==> src/rtl/ddr_port_arbiter_if.sv <==
// rtl/ddr_port_arbiter_if.sv - request/write/response/read channel bundle for one DDR port
interface ddr_port_arbiter_if #(
    parameter int ADDR_W = 27
);
    logic              arw_valid;
    logic              arw_ready;
    logic [ADDR_W-1:0] arw_addr;
    logic [7:0]        arw_len;
    logic              arw_write;
    logic              wvalid;
    logic              wready;
    logic              wlast;
    logic [31:0]       wdata;
    logic [3:0]        wstrb;
    logic              bvalid;
    logic              bready;
    logic              rvalid;
    logic              rready;
    logic              rlast;
    logic [31:0]       rdata;

    modport master (
        output arw_valid, arw_addr, arw_len, arw_write,
        output wvalid, wlast, wdata, wstrb, bready, rready,
        input  arw_ready, wready, bvalid, rvalid, rlast, rdata
    );

    modport slave (
        input  arw_valid, arw_addr, arw_len, arw_write,
        input  wvalid, wlast, wdata, wstrb, bready, rready,
        output arw_ready, wready, bvalid, rvalid, rlast, rdata
    );
endinterface

==> src/rtl/ddr_port_arbiter.sv <==
// rtl/ddr_port_arbiter.sv - three-port round-robin arbiter, one DDR transaction outstanding
module ddr_port_arbiter #(
    parameter int ADDR_W = 27
) (
    input  logic               clk,
    input  logic               reset,
    ddr_port_arbiter_if.slave  m0,
    ddr_port_arbiter_if.slave  m1,
    ddr_port_arbiter_if.slave  m2,
    ddr_port_arbiter_if.master s,
    output logic [1:0]         s_arw_id,
    input  logic [1:0]         s_bid,
    input  logic [1:0]         s_rid,
    output logic               id_err
);
    typedef enum logic [2:0] {IDLE, ADDR, WDATA, WRESP, RDATA} state_t;

    state_t            state, state_next;
    logic [1:0]        last_grant, idx, win, cand;
    logic              win_valid;
    logic [ADDR_W-1:0] addr_q;
    logic [7:0]        len_q, beat_cnt;
    logic              write_q;

    logic [2:0]        req_v, wvalid_v, wlast_v, bready_v, rready_v, write_a;
    logic [ADDR_W-1:0] addr_a [3];
    logic [7:0]        len_a [3];
    logic [31:0]       wdata_a [3];
    logic [3:0]        wstrb_a [3];

    logic [2:0]        arw_ready_v, wready_v, bvalid_v, rvalid_v, rlast_v;
    logic              s_wvalid_c, s_wlast_c, s_bready_c, s_rready_c, w_hs;

    assign req_v    = {m2.arw_valid, m1.arw_valid, m0.arw_valid};
    assign write_a  = {m2.arw_write, m1.arw_write, m0.arw_write};
    assign wvalid_v = {m2.wvalid, m1.wvalid, m0.wvalid};
    assign wlast_v  = {m2.wlast, m1.wlast, m0.wlast};
    assign bready_v = {m2.bready, m1.bready, m0.bready};
    assign rready_v = {m2.rready, m1.rready, m0.rready};
    assign addr_a   = '{m0.arw_addr, m1.arw_addr, m2.arw_addr};
    assign len_a    = '{m0.arw_len, m1.arw_len, m2.arw_len};
    assign wdata_a  = '{m0.wdata, m1.wdata, m2.wdata};
    assign wstrb_a  = '{m0.wstrb, m1.wstrb, m2.wstrb};

    function automatic logic [1:0] rr_port(input logic [1:0] base, input logic [1:0] k);
        logic [2:0] sum;
        sum = {1'b0, base} + {1'b0, k};
        if (sum >= 3'd3) sum = sum - 3'd3;
        return sum[1:0];
    endfunction

    // Search starts just after the last winner, so that port ends up last.
    always_comb begin
        win_valid = 1'b0;
        win       = 2'd0;
        cand      = 2'd0;
        for (int k = 1; k <= 3; k++) begin
            cand = rr_port(last_grant, 2'(k));
            if (!win_valid && req_v[cand]) begin
                win_valid = 1'b1;
                win       = cand;
            end
        end
    end

    always_comb begin
        state_next  = state;
        arw_ready_v = '0;
        wready_v    = '0;
        bvalid_v    = '0;
        rvalid_v    = '0;
        rlast_v     = '0;
        s_wvalid_c  = 1'b0;
        s_wlast_c   = 1'b0;
        s_bready_c  = 1'b0;
        s_rready_c  = 1'b0;
        w_hs        = 1'b0;
        case (state)
            IDLE: begin
                if (win_valid) begin
                    arw_ready_v[win] = 1'b1;
                    state_next       = ADDR;
                end
            end
            ADDR: begin
                if (s.arw_ready) state_next = write_q ? WDATA : RDATA;
            end
            WDATA: begin
                s_wvalid_c    = wvalid_v[idx];
                s_wlast_c     = wlast_v[idx];
                wready_v[idx] = s.wready;
                w_hs          = s_wvalid_c && s.wready;
                if (w_hs && (beat_cnt == len_q || s_wlast_c)) state_next = WRESP;
            end
            WRESP: begin
                bvalid_v[idx] = s.bvalid;
                s_bready_c    = bready_v[idx];
                if (s.bvalid && s_bready_c) state_next = IDLE;
            end
            RDATA: begin
                rvalid_v[idx] = s.rvalid;
                rlast_v[idx]  = s.rlast;
                s_rready_c    = rready_v[idx];
                if (s.rvalid && s.rlast) state_next = IDLE;
            end
            default: state_next = IDLE;
        endcase
        // Handshakes are silenced for the whole reset cycle, not just after it.
        if (reset) begin
            arw_ready_v = '0;
            wready_v    = '0;
            bvalid_v    = '0;
            rvalid_v    = '0;
            rlast_v     = '0;
            s_wvalid_c  = 1'b0;
            s_bready_c  = 1'b0;
            s_rready_c  = 1'b0;
        end
    end

    always_ff @(posedge clk) begin
        if (reset) begin
            state      <= IDLE;
            last_grant <= 2'd2;
            idx        <= 2'd0;
            beat_cnt   <= 8'd0;
            addr_q     <= '0;
            len_q      <= 8'd0;
            write_q    <= 1'b0;
            id_err     <= 1'b0;
        end else begin
            state <= state_next;
            if (state == IDLE && win_valid) begin
                idx        <= win;
                last_grant <= win;
                addr_q     <= addr_a[win];
                len_q      <= len_a[win];
                write_q    <= write_a[win];
                beat_cnt   <= 8'd0;
            end
            if (w_hs) beat_cnt <= beat_cnt + 8'd1;
            if ((state == WRESP && s.bvalid && s_bid != idx) ||
                (state == RDATA && s.rvalid && s_rid != idx))
                id_err <= 1'b1;
        end
    end

    assign s.arw_valid = (state == ADDR) && !reset;
    assign s.arw_addr  = addr_q;
    assign s.arw_len   = len_q;
    assign s.arw_write = write_q;
    assign s_arw_id    = idx;
    assign s.wvalid    = s_wvalid_c;
    assign s.wlast     = s_wlast_c;
    assign s.wdata     = wdata_a[idx];
    assign s.wstrb     = wstrb_a[idx];
    assign s.bready    = s_bready_c;
    assign s.rready    = s_rready_c;

    assign m0.arw_ready = arw_ready_v[0];
    assign m1.arw_ready = arw_ready_v[1];
    assign m2.arw_ready = arw_ready_v[2];
    assign m0.wready    = wready_v[0];
    assign m1.wready    = wready_v[1];
    assign m2.wready    = wready_v[2];
    assign m0.bvalid    = bvalid_v[0];
    assign m1.bvalid    = bvalid_v[1];
    assign m2.bvalid    = bvalid_v[2];
    assign m0.rvalid    = rvalid_v[0];
    assign m1.rvalid    = rvalid_v[1];
    assign m2.rvalid    = rvalid_v[2];
    assign m0.rlast     = rlast_v[0];
    assign m1.rlast     = rlast_v[1];
    assign m2.rlast     = rlast_v[2];
    assign m0.rdata     = s.rdata;
    assign m1.rdata     = s.rdata;
    assign m2.rdata     = s.rdata;
endmodule

==> src/flat_wrapper.sv <==
// flat-port wrapper written by rule: the top's interface ports become plain ports
module ddr_port_arbiter_flat 
#(
    parameter int ADDR_W = 27
)
  (clk, reset, s_arw_id, s_bid, s_rid, id_err, m0_arw_valid, m0_arw_addr, m0_arw_len, m0_arw_write, m0_wvalid, m0_wlast, m0_wdata, m0_wstrb, m0_bready, m0_rready, m0_arw_ready, m0_wready, m0_bvalid, m0_rvalid, m0_rlast, m0_rdata, m1_arw_valid, m1_arw_addr, m1_arw_len, m1_arw_write, m1_wvalid, m1_wlast, m1_wdata, m1_wstrb, m1_bready, m1_rready, m1_arw_ready, m1_wready, m1_bvalid, m1_rvalid, m1_rlast, m1_rdata, m2_arw_valid, m2_arw_addr, m2_arw_len, m2_arw_write, m2_wvalid, m2_wlast, m2_wdata, m2_wstrb, m2_bready, m2_rready, m2_arw_ready, m2_wready, m2_bvalid, m2_rvalid, m2_rlast, m2_rdata, s_arw_valid, s_arw_addr, s_arw_len, s_arw_write, s_wvalid, s_wlast, s_wdata, s_wstrb, s_bready, s_rready, s_arw_ready, s_wready, s_bvalid, s_rvalid, s_rlast, s_rdata);
  ddr_port_arbiter_if #(.ADDR_W(ADDR_W)) m0_i ();
  ddr_port_arbiter_if #(.ADDR_W(ADDR_W)) m1_i ();
  ddr_port_arbiter_if #(.ADDR_W(ADDR_W)) m2_i ();
  ddr_port_arbiter_if #(.ADDR_W(ADDR_W)) s_i ();
  input  logic clk;
  input  logic reset;
  output logic [1:0] s_arw_id;
  input  logic [1:0] s_bid;
  input  logic [1:0] s_rid;
  output logic id_err;
  input wire logic [$bits(m0_i.arw_valid)-1:0] m0_arw_valid;
  input wire logic [$bits(m0_i.arw_addr)-1:0] m0_arw_addr;
  input wire logic [$bits(m0_i.arw_len)-1:0] m0_arw_len;
  input wire logic [$bits(m0_i.arw_write)-1:0] m0_arw_write;
  input wire logic [$bits(m0_i.wvalid)-1:0] m0_wvalid;
  input wire logic [$bits(m0_i.wlast)-1:0] m0_wlast;
  input wire logic [$bits(m0_i.wdata)-1:0] m0_wdata;
  input wire logic [$bits(m0_i.wstrb)-1:0] m0_wstrb;
  input wire logic [$bits(m0_i.bready)-1:0] m0_bready;
  input wire logic [$bits(m0_i.rready)-1:0] m0_rready;
  output wire logic [$bits(m0_i.arw_ready)-1:0] m0_arw_ready;
  output wire logic [$bits(m0_i.wready)-1:0] m0_wready;
  output wire logic [$bits(m0_i.bvalid)-1:0] m0_bvalid;
  output wire logic [$bits(m0_i.rvalid)-1:0] m0_rvalid;
  output wire logic [$bits(m0_i.rlast)-1:0] m0_rlast;
  output wire logic [$bits(m0_i.rdata)-1:0] m0_rdata;
  input wire logic [$bits(m1_i.arw_valid)-1:0] m1_arw_valid;
  input wire logic [$bits(m1_i.arw_addr)-1:0] m1_arw_addr;
  input wire logic [$bits(m1_i.arw_len)-1:0] m1_arw_len;
  input wire logic [$bits(m1_i.arw_write)-1:0] m1_arw_write;
  input wire logic [$bits(m1_i.wvalid)-1:0] m1_wvalid;
  input wire logic [$bits(m1_i.wlast)-1:0] m1_wlast;
  input wire logic [$bits(m1_i.wdata)-1:0] m1_wdata;
  input wire logic [$bits(m1_i.wstrb)-1:0] m1_wstrb;
  input wire logic [$bits(m1_i.bready)-1:0] m1_bready;
  input wire logic [$bits(m1_i.rready)-1:0] m1_rready;
  output wire logic [$bits(m1_i.arw_ready)-1:0] m1_arw_ready;
  output wire logic [$bits(m1_i.wready)-1:0] m1_wready;
  output wire logic [$bits(m1_i.bvalid)-1:0] m1_bvalid;
  output wire logic [$bits(m1_i.rvalid)-1:0] m1_rvalid;
  output wire logic [$bits(m1_i.rlast)-1:0] m1_rlast;
  output wire logic [$bits(m1_i.rdata)-1:0] m1_rdata;
  input wire logic [$bits(m2_i.arw_valid)-1:0] m2_arw_valid;
  input wire logic [$bits(m2_i.arw_addr)-1:0] m2_arw_addr;
  input wire logic [$bits(m2_i.arw_len)-1:0] m2_arw_len;
  input wire logic [$bits(m2_i.arw_write)-1:0] m2_arw_write;
  input wire logic [$bits(m2_i.wvalid)-1:0] m2_wvalid;
  input wire logic [$bits(m2_i.wlast)-1:0] m2_wlast;
  input wire logic [$bits(m2_i.wdata)-1:0] m2_wdata;
  input wire logic [$bits(m2_i.wstrb)-1:0] m2_wstrb;
  input wire logic [$bits(m2_i.bready)-1:0] m2_bready;
  input wire logic [$bits(m2_i.rready)-1:0] m2_rready;
  output wire logic [$bits(m2_i.arw_ready)-1:0] m2_arw_ready;
  output wire logic [$bits(m2_i.wready)-1:0] m2_wready;
  output wire logic [$bits(m2_i.bvalid)-1:0] m2_bvalid;
  output wire logic [$bits(m2_i.rvalid)-1:0] m2_rvalid;
  output wire logic [$bits(m2_i.rlast)-1:0] m2_rlast;
  output wire logic [$bits(m2_i.rdata)-1:0] m2_rdata;
  output wire logic [$bits(s_i.arw_valid)-1:0] s_arw_valid;
  output wire logic [$bits(s_i.arw_addr)-1:0] s_arw_addr;
  output wire logic [$bits(s_i.arw_len)-1:0] s_arw_len;
  output wire logic [$bits(s_i.arw_write)-1:0] s_arw_write;
  output wire logic [$bits(s_i.wvalid)-1:0] s_wvalid;
  output wire logic [$bits(s_i.wlast)-1:0] s_wlast;
  output wire logic [$bits(s_i.wdata)-1:0] s_wdata;
  output wire logic [$bits(s_i.wstrb)-1:0] s_wstrb;
  output wire logic [$bits(s_i.bready)-1:0] s_bready;
  output wire logic [$bits(s_i.rready)-1:0] s_rready;
  input wire logic [$bits(s_i.arw_ready)-1:0] s_arw_ready;
  input wire logic [$bits(s_i.wready)-1:0] s_wready;
  input wire logic [$bits(s_i.bvalid)-1:0] s_bvalid;
  input wire logic [$bits(s_i.rvalid)-1:0] s_rvalid;
  input wire logic [$bits(s_i.rlast)-1:0] s_rlast;
  input wire logic [$bits(s_i.rdata)-1:0] s_rdata;
  assign m0_i.arw_valid = m0_arw_valid;
  assign m0_i.arw_addr = m0_arw_addr;
  assign m0_i.arw_len = m0_arw_len;
  assign m0_i.arw_write = m0_arw_write;
  assign m0_i.wvalid = m0_wvalid;
  assign m0_i.wlast = m0_wlast;
  assign m0_i.wdata = m0_wdata;
  assign m0_i.wstrb = m0_wstrb;
  assign m0_i.bready = m0_bready;
  assign m0_i.rready = m0_rready;
  assign m0_arw_ready = m0_i.arw_ready;
  assign m0_wready = m0_i.wready;
  assign m0_bvalid = m0_i.bvalid;
  assign m0_rvalid = m0_i.rvalid;
  assign m0_rlast = m0_i.rlast;
  assign m0_rdata = m0_i.rdata;
  assign m1_i.arw_valid = m1_arw_valid;
  assign m1_i.arw_addr = m1_arw_addr;
  assign m1_i.arw_len = m1_arw_len;
  assign m1_i.arw_write = m1_arw_write;
  assign m1_i.wvalid = m1_wvalid;
  assign m1_i.wlast = m1_wlast;
  assign m1_i.wdata = m1_wdata;
  assign m1_i.wstrb = m1_wstrb;
  assign m1_i.bready = m1_bready;
  assign m1_i.rready = m1_rready;
  assign m1_arw_ready = m1_i.arw_ready;
  assign m1_wready = m1_i.wready;
  assign m1_bvalid = m1_i.bvalid;
  assign m1_rvalid = m1_i.rvalid;
  assign m1_rlast = m1_i.rlast;
  assign m1_rdata = m1_i.rdata;
  assign m2_i.arw_valid = m2_arw_valid;
  assign m2_i.arw_addr = m2_arw_addr;
  assign m2_i.arw_len = m2_arw_len;
  assign m2_i.arw_write = m2_arw_write;
  assign m2_i.wvalid = m2_wvalid;
  assign m2_i.wlast = m2_wlast;
  assign m2_i.wdata = m2_wdata;
  assign m2_i.wstrb = m2_wstrb;
  assign m2_i.bready = m2_bready;
  assign m2_i.rready = m2_rready;
  assign m2_arw_ready = m2_i.arw_ready;
  assign m2_wready = m2_i.wready;
  assign m2_bvalid = m2_i.bvalid;
  assign m2_rvalid = m2_i.rvalid;
  assign m2_rlast = m2_i.rlast;
  assign m2_rdata = m2_i.rdata;
  assign s_arw_valid = s_i.arw_valid;
  assign s_arw_addr = s_i.arw_addr;
  assign s_arw_len = s_i.arw_len;
  assign s_arw_write = s_i.arw_write;
  assign s_wvalid = s_i.wvalid;
  assign s_wlast = s_i.wlast;
  assign s_wdata = s_i.wdata;
  assign s_wstrb = s_i.wstrb;
  assign s_bready = s_i.bready;
  assign s_rready = s_i.rready;
  assign s_i.arw_ready = s_arw_ready;
  assign s_i.wready = s_wready;
  assign s_i.bvalid = s_bvalid;
  assign s_i.rvalid = s_rvalid;
  assign s_i.rlast = s_rlast;
  assign s_i.rdata = s_rdata;
  ddr_port_arbiter #(.ADDR_W(ADDR_W)) u_core (.clk(clk), .reset(reset), .m0(m0_i), .m1(m1_i), .m2(m2_i), .s(s_i), .s_arw_id(s_arw_id), .s_bid(s_bid), .s_rid(s_rid), .id_err(id_err));
endmodule
==> config.mk <==
export PLATFORM = sky130hd
export DESIGN_NAME = ddr_port_arbiter_flat
export DESIGN_NICKNAME = d
export VERILOG_FILES = /design/src/rtl/ddr_port_arbiter_if.sv /design/src/rtl/ddr_port_arbiter.sv /design/src/flat_wrapper.sv
export SDC_FILE = /design/constraint.sdc
export NUM_CORES = 1
export LEC_CHECK = 0
export CORE_AREA = 2 2 182 184
export CTS_BUF_LIST = sky130_fd_sc_hd__clkbuf_2 sky130_fd_sc_hd__clkbuf_4 sky130_fd_sc_hd__clkbuf_8
export CTS_CLUSTER_SIZE = 16
export DETAILED_ROUTE_END_ITERATION = 7
export DIE_AREA = 0 0 184 186
export PLACE_DENSITY = 0.58
export SYNTH_ARGS = -nofsm -noshare
export SYNTH_HDL_FRONTEND = slang
export SYNTH_SLANG_ARGS = --single-unit
==> constraint.sdc <==
create_clock -name clk -period 3.7 [get_ports clk]
set_input_delay 1.11 -clock clk [delete_from_list [all_inputs] [get_ports clk]]
set_output_delay 1.11 -clock clk [all_outputs]
set_load 0.01 [all_outputs]
==> results.yml <==
outcome:
  status: "completed"
setup_path:
  arrival_ns: 2.55
  worst_r2r_path_depth: 12
  worst-path-buf-inv: 2
  crit_fanout: 1
  critical_path_required_ns: 2.59
  path_common_cell: "clkdlybuf4s50_1"
  cp_num_cells: 4
  worstPathCellList: "clkdlybuf4s50_1 > mux2i_1 > o21ai_0 > clkdlybuf4s50_1"
  cp-end-kind: "primary output"
  crit_family: "buffers and inverters"
  critPathSlowestCell: "clkdlybuf4s50_1"
  cp-start-kind: "input port"
  slowest_delay_ns: 0.60
  worstSetupPathType: "in -> out"
pwr:
  intPower_w: 0.002746
  seqPwrFrac: 0.158
  power.total_w: 0.005235
  p_leak_nw: 3.223
  ir_worst_vdd_mv: 0.3567
  clkPwrFrac: 0.073
  switching_share: 0.4754
  combPwrFrac: 0.768
  power.net_switching_w: 0.002489
  power.density_mw_per_mm2: 608.1
logic_synthesis:
  synthCells: 651
  ys_ff_latch: 51
  ys.flop_type: "dfxtp_1"
  synth_edf_count: 0
  yosysSeqAreaShare: 0.1985
  syn_area_mm2: 0.005144
  async_flop_share: 0
  yosysUniqueCellTypes: 52
  yosysWarnings: 0
  synth.avg_cell_area_um2: 7.901
  synth_fp_nets: 930
detailed_routing:
  vias: 5663
  vias_per_cell: 4.343
  drt_wl_total_mm: 24.99
  wire_per_inst_um: 19.17
  drtAntennaViolNets: 0
  route.detailed.drc: 0
  drtIter0Drc: 187
  dr.pass1.iters: 4
cells_and_area:
  fin_area_mm2: 0.008610
  syn2layout_area_growth_pct: 67.38
  final_util: 0.2673
  fill_cells: 3474
  fin_nets: 1173
  drive_gt1_frac: 0.1665
place:
  place_area_mm2: 0.008404
  hpwl_mm: 19.97
  portBuffers: 336
  place.gp.congestion: 0.7749
  dpl_worst_slack_ns: -0.6974
global_routing:
  grt_max_degree: 51
  overflow: 0
  antenna_found_initial: 2
  grt_pass1_vias: 5579
  grt_first_pass_wirelength_mm: 34.66
  grt_usage: 0.1369
clocking:
  numCtsBuffers: 5
  clockRootBuffer: "clkbuf_8"
  clk_pin_slew_ns: 0.11
  insertion_delay_ns: 0.33
  cts.sinks: 51
  cts_tree: "yes"
  htreeDepth: 2
  cts_hold_buf: 0
  clk_path_buf_depth: 2
worst_hold_path:
  holdPathStages: 1
  hold_path.class: "reg -> reg"
sta:
  setup_viol: 0
  worst_slack_ns: 0.04462
  fin_skew_ns: 0.008710
  rsz0062_at_grt: "yes"
  relSlewSlack: 0.5803
  hold_viol: 0
  slew_viol_final: 0
  fmax_mhz: 273.6
  min_period_over_period: 0.9879
  fin_crit_ns: 3.655
  tightestPinTransition_ns: 0.6253
run:
  drv_cap: 0
floorplanning:
  fp.dieH_um: 186
  fp.coreArea_mm2: 0.03221
  die_area_mm2: 0.03422
  die_w_um: 184
  num_rows: 66
  initial_core_util: 0.1597
  io_pins: 465
-- logic make-up after synthesis --
logic type | Yosys count | synth area share
compound gates | 189 | 0.2836
xor+xnor | 13 | 0.02214
fa+ha+maj | 5 | 0.01216
buf+inv | 152 | 0.1970
flops | 51 | 0.1985
mux | 44 | 0.08830
simple gates | 197 | 0.1983
-- path summary, 6_finish.rpt --
kind / start / slack (ns) / end
setup / recovery: m1_wdata[4] / 0.04 / s_wdata[4]
hold / removal: u_core.s.arw_addr[25] / 0.48 / u_core.s.arw_addr[25]
setup reg to reg: u_core.s_arw_id[0] / 0.99 / u_core.s.arw_addr[13]
hold reg to reg: u_core.s.arw_addr[25] / 0.48 / u_core.s.arw_addr[25]
-- state kept, by name (all words and copies together) (netlist names) --
| register | count |
|---|---|
| u_core.beat_cnt | 8 |
| u_core.s_arw_id | 2 |
| u_core.s.arw_write | 1 |
| u_core.s.arw_len | 8 |
| u_core.state | 3 |
| u_core.id_err | 1 |
| u_core.s.arw_addr | 27 |
| u_core.last_grant | 1 |
-- final cells by class --
cell class / count / area (um2) / share of cell area
Sequential cell: 51 / 1026 / 0.1192
Antenna cell: 1 / 2.502 / 0.0002907
Inverter: 6 / 22.52 / 0.002616
Tap cell: 408 / 510.5 / 0.05929
Clock buffer: 7 / 90.09 / 0.01046
Timing Repair Buffer: 382 / 3719 / 0.4319
Multi-Input combinational cell: 448 / 3231 / 0.3752
Clock inverter: 1 / 8.758 / 0.001017
-- routing by layer --
layer	track usage	up-vias	part of all wire	wire length, um
met1	0.1386	2617	0.36	8997
li1	-	2709	-	-
met3	0.05322	31	0.11	2666
met4	0.05184	2	0.034	857
met5	0.002963	-	0.00044	11
met2	0.2531	304	0.50	12460
-- cell usage after synthesis (all sizes together) (8+ instances only) --
| library cell | number | area (um2) |
|---|---|---|
| nor3 | 16 | 96.35 |
| nand2 | 51 | 191.4 |
| buf | 125 | 912.1 |
| o21ai | 117 | 701.9 |
| clkbuf | 21 | 78.83 |
| mux2i | 43 | 442.9 |
| dfxtp | 51 | 1021 |
| and3 | 42 | 262.8 |
| a21oi | 13 | 65.06 |
| nand3 | 44 | 220.2 |
| xor2 | 8 | 70.07 |
| o2bb2ai | 38 | 508.0 |
| nor2 | 28 | 128.9 |
-- power by group through the flow --
stage / Sequential [W] / Combinational [W] / Clock [W]
3_5_place_dp: 0.000840 / 0.00396 / 0
5_1_grt: 0.000852 / 0.00437 / 0.000431
3_3_place_gp: 0.000841 / 0.00395 / 0
6_report: 0.000829 / 0.00402 / 0.000384
4_1_cts: 0.000832 / 0.00405 / 0.000412
2_1_floorplan: 0.000873 / 0.00234 / 0
-- repair_timing --
action                                  in CTS  in global routing
pin swaps                                    3                  2
setup buffers                                2                  3
endpoints found under the hold margin        0                  0
endpoints found under the setup margin      20                 16
resized for setup                           53                 22
-- cell usage in the layout, fill, tap and decap left out, drive strengths merged, types with 2 or more instances in the layout --
master,instances
dlygate4sd2,14
buf,51
ha,5
o211a,4
nor2,28
and3,42
nand2,51
a21oi,13
nor3,16
inv,6
clkdlybuf4s50,311
clkbuf,10
nor4,2
xor2,8
o21ai,117
a31oi,5
nor2b,3
nand2b,3
a211oi,3
dlymetal6s2s,3
mux2i,43
nand3,44
o21a,2
o2bb2ai,38
dfxtp,51
o21bai,3
xnor2,5
-- through the flow --
step                      hold slack (ns)  TNS (ns)  instances
final                              0.4756         0       1304
after global routing               0.4921  -0.01744       1304
after floorplan                    0.4506         0        651
after global placement             0.4461    -4.190       1290
after detailed placement           0.4496    -4.485       1290
after CTS                          0.4786  -0.03666       1300
-- worst reg2reg max path, stage by stage, from the launching register on --
cell and delay, ns:
dfxtp_4 0.37, inv_1 0.05, ha_2 0.42, buf_4 0.18
nand3_1 0.14, buf_4 0.17, o21a_1 0.11, buf_4 0.15
o21ai_4 0.07, buf_4 0.43, nand3_1 0.21, and3_1 0.23
o2bb2ai_2 0.12
(Power assumes the default switching activity.)
